$ cat config.mk
export PLATFORM = sky130hd
export DESIGN_NAME = lfsr_cfg_regs
export DESIGN_NICKNAME = d
export VERILOG_FILES = /design/src/rtl/lfsr_checker_pkg.sv /design/src/rtl/lfsr_cfg_regs.sv
export SDC_FILE = /design/constraint.sdc
export NUM_CORES = 1
export LEC_CHECK = 0
export ABC_AREA = 1
export CAP_MARGIN = 0
export CORE_MARGIN = 5
export CORE_UTILIZATION = 55
export CTS_BUF_LIST = sky130_fd_sc_hd__clkbuf_8 sky130_fd_sc_hd__clkbuf_16
export DETAILED_ROUTE_END_ITERATION = 10
export DONT_BUFFER_PORTS = 1
export GPL_TIMING_DRIVEN = 0
export PLACE_DENSITY = 0.78
export RECOVER_POWER = 100
export SLEW_MARGIN = 25
export SYNTH_ARGS = -nofsm -noshare
export SYNTH_HDL_FRONTEND = slang
export SYNTH_SLANG_ARGS = --single-unit
$ cat constraint.sdc
create_clock -name clk_i -period 1 [get_ports clk_i]
set_clock_uncertainty 0.15 [all_clocks]
set_input_delay 0.1 -clock clk_i [delete_from_list [all_inputs] [get_ports clk_i]]
set_output_delay 0.1 -clock clk_i [all_outputs]
set_load 0.02 [all_outputs]
$ cat src/rtl/lfsr_checker_pkg.sv
// Shared LFSR definitions for the pixel generator and checker.
// Both sides take width, taps and next-state function from here so they cannot drift apart.
package lfsr_checker_pkg;

  localparam int unsigned LFSR_PIXEL_BITS = 24;
  localparam int unsigned LFSR_TAP_HI     = 12;
  localparam int unsigned LFSR_TAP_LO     = 3;

  typedef enum logic [1:0] {
    IDLE = 2'd0,
    RUN  = 2'd1,
    DONE = 2'd2
  } chk_state_e;

  // XNOR feedback: the all-zeros word is a legal state, and the all-ones word is the lock-up state.
  function automatic logic [LFSR_PIXEL_BITS-1:0] lfsr_next(input logic [LFSR_PIXEL_BITS-1:0] x);
    return {x[LFSR_PIXEL_BITS-2:0], ~(x[LFSR_TAP_HI] ^ x[LFSR_TAP_LO])};
  endfunction

endpackage

$ cat src/rtl/lfsr_cfg_regs.sv
// Seed/stop configuration register bank shared by the LFSR generator and checker.
// A write strobe stores into the selected register and is echoed one cycle later as done.
// Readback is combinational and follows the select input.
module lfsr_cfg_regs
  import lfsr_checker_pkg::*;
#(
  parameter int unsigned PIXEL_BITS = LFSR_PIXEL_BITS
) (
  input  logic                  clk_i,
  input  logic                  reset_i,
  input  logic                  config_i,
  input  logic                  config_rdy_i,
  input  logic [PIXEL_BITS-1:0] config_data_i,
  output logic                  config_done_o,
  output logic [PIXEL_BITS-1:0] config_data_o,
  output logic [PIXEL_BITS-1:0] seed_o,
  output logic [PIXEL_BITS-1:0] stop_o
);

  logic                  r_done;
  logic [PIXEL_BITS-1:0] r_seed;
  logic [PIXEL_BITS-1:0] r_stop;

  // Capture config writes and delay the write strobe into the done flag.
  always_ff @(posedge clk_i) begin
    if (reset_i) begin
      r_done <= 1'b0;
      r_seed <= '0;
      r_stop <= '0;
    end else begin
      r_done <= config_rdy_i;
      if (config_rdy_i) begin
        if (config_i) begin
          r_stop <= config_data_i;
        end else begin
          r_seed <= config_data_i;
        end
      end
    end
  end

  assign config_done_o = r_done;
  assign config_data_o = config_i ? r_stop : r_seed;
  assign seed_o        = r_seed;
  assign stop_o        = r_stop;

endmodule

==> flow_summary.toml <==
[placed_design]
hpwlAfterDp_um = 4350
io_buffers = 0
gp_congestion = 0.759
numPlacedInstances = 394
pre_cts_ws_ns = -0.163

[global_route]
track_usage = 0.275
antenna_found_initial = 0
grt_pass1_vias = 2308
grt_max_degree = 15
grt-ovfl-total = 0
grt_pass1_wl_um = 11400

[hold_path]
min_path_type = "in -> reg"

[floorplanning]
start_util = 0.564
die_height_um = 73.8
rows = 23
fp.dieArea_sq_um = 5450
io_pins = 101
die_w_um = 73.8
core_area_sq_um = 3970

[status]
status = "finished with violations"
failed_checks = "hold timing, setup timing"

[worst_setup_path]
worstPathArrival_ns = 0.90
crit_type = "reg -> out"
critical-path-top-delay-family = "flip-flops"
worstPathCellList = "nand2_4, nand2_4"
required_ns = 0.75
worst_setup_path_start_kind = "flop"
cp_slowest_stage_delay_ns = 0.42
path_buf_inv = 0
crit_top_cell = "nand2_4"
cp_max_fo = 3
critPathSlowestCell = "dfxtp_4"
cp-end-kind = "output port"
ff2ff_setup_slack_ns = 0.12

[clock_tree]
clk_latency_ns = 0.30
clock-root-buffer = "clkbuf_8"
cts_buffers = 5
htree_num_levels = 2
cts_buffer_depth = 2
cts_tree = "built"
cts.sinks = 49
clk_pin_slew_worst_paths_ns = 0.08

[power_and_ir_drop]
combPwrFrac = 0.194
p_leak_uw = 0.00164
power.switching_fraction = 0.329
p_int_uw = 2970
pwr-share-seq = 0.519
power_uw = 4430
power_density_nw_per_um2 = 1300
power_switching_uw = 1450
ir_drop_mv = 1.03
p_clk_frac = 0.287

[timing]
setup_viol = 29
max_clock_freq_mhz = 873
worst_pin_slew_ns = 0.511
fin_ws_ns = -0.145
maxSlewViolCount = 0
min_period_ns = 1.15
timing.hold.ws_ns = -0.00734
report.final.hold_viol_count = 2
rsz0062_at_grt = "true"
slew_headroom = 0.659
fin_crit_sh = 1.15

[detailed_routing]
via_per_inst = 5.57
vias = 2399
ant_nets = 0
dr.pass1.iters = 5
drt_iter0_drc = 150
wl_um = 7650
drc_errors = 0
wire_per_inst_um = 17.7

[synth]
yosys.area_share.simple = 0.397
synth_top_family_by_area = "simple AND/OR/NAND/NOR gates"
netlist_area_sq_um = 2240
synthAdderAreaFrac = 0
synthTopCellsByArea = "dfxtp_1 (44%), nand2_1 (20%), nand3_1 (11%), nor2_1 (8.2%), a21oi_1 (5.4%)"
syn_inst = 344
synth_cell_types = 12
synth_mux_area_frac = 0
yosysTopAreaCell = "dfxtp_1"
syn_area_per_cell_sq_um = 6.51
yosysSeqAreaShare = 0.438
synth_xor_area_frac = 0
synth_top_area_frac = 0.438
synth_compound_area_frac = 0.0537
syn_nets = 372
yosys_register_bits = 49
yosys_warnings = 0

[finish]
final_common_cell = "nand2_4"
nFillCells = 238
area_delta_synth_final_pct = 51.8
drive_gt1_frac = 0.407
seq_area_sq_um = 1160
multi_input_area_sq_um = 1470
nets = 408
diodes = 0
mostFrequentLayoutCells = "nand2_4 (56), nor2_1 (49), nand2_1 (49)"
layout.cells.non_filler = 431

[run]
maxCapViolations = 0
==> worst register-to-register path: cells and delay by family (launching register included) <==
kind	cells	cell delay, ns
flip-flops	1	0.40
AO/OA/AOI/OAI	1	0.17
AND/OR/NAND/NOR	1	0.09
==> metal layers <==
metal,track usage,up-vias,routed length (um)
met1,0.318,1116,2770
met5,0,-,0
met4,0.107,0,143
met3,0.0725,18,734
met2,0.480,115,4000
li1,-,1150,-
==> cell usage after synthesis <==
cell type / instances
inv_2: 1
buf_6: 2
inv_1: 26
a21oi_1: 24
nor2_4: 1
nand2_1: 121
nand3_1: 48
dfxtp_1: 49
nor2_1: 49
clkbuf_1: 3
buf_4: 5
buf_2: 15
==> cell families (layout without fill, tap and decap cells) <==
family | count (synthesis) | after routing
DFF | 49 | 49
AOI/OAI and AO/OA | 24 | 24
and+or+nand+nor | 219 | 219
buffers and inverters | 52 | 89
==> power groups by stage <==
| stage | logic [uW] | clock network, uW | registers [uW] |
|---|---|---|---|
| 2_1_floorplan | 486 | 0 | 2310 |
| 6_report | 860 | 1270 | 2300 |
| 5_1_grt | 930 | 1350 | 2320 |
| 4_1_cts | 772 | 1290 | 2280 |
| 3_5_place_dp | 585 | 0 | 2340 |
| 3_3_place_gp | 574 | 0 | 2340 |
==> metrics by stage <==
| stage | utilization | TNS (ns) | hold slack, ns | area, sq um |
|---|---|---|---|---|
| floorplan | - | 0 | 0.0754 | 2310 |
| global placement | 0.597 | -5.37 | 0.0853 | 2370 |
| detailed placement | 0.597 | -6.75 | 0.0849 | 2370 |
| CTS | 0.808 | -5.48 | -0.0316 | 3210 |
| global route | 0.855 | -3.99 | 0.0208 | 3400 |
| finish | 0.855 | -3.01 | -0.00734 | 3400 |
==> timing repair <==
action	CTS	global route
gates resized for setup	182	33
pin swaps	38	19
hold buffers	26	1
hold endpoints to repair	49	1
endpoints found under the setup margin	73	46
buffers inserted	0	1
gates cloned	0	2
==> layout make-up <==
class / instances / area share
buffer: 25 / 0.0593
clock buffer: 7 / 0.0284
clock inverter: 1 / 0.00147
inverter: 27 / 0.0298
multi-input combinational: 243 / 0.433
sequential: 49 / 0.342
tap: 50 / 0.0184
timing repair buffer: 29 / 0.0877
==> path summary, 6_finish.rpt <==
check / end / start / depth (start not counted)
setup reg to reg: stop_o[20] / stop_o[20] / 2
setup / recovery: config_data_o[0] / seed_o[0] / 2
hold / removal: stop_o[1] / config_rdy_i / 3
hold reg to reg: stop_o[16] / stop_o[16] / 2
==> state kept, by name (all words and copies together) (netlist names) <==
| signal | count |
|---|---|
| seed_o | 24 |
| config_done_o | 1 |
| stop_o | 24 |
Note: power is estimated with default switching activity, not from simulation.
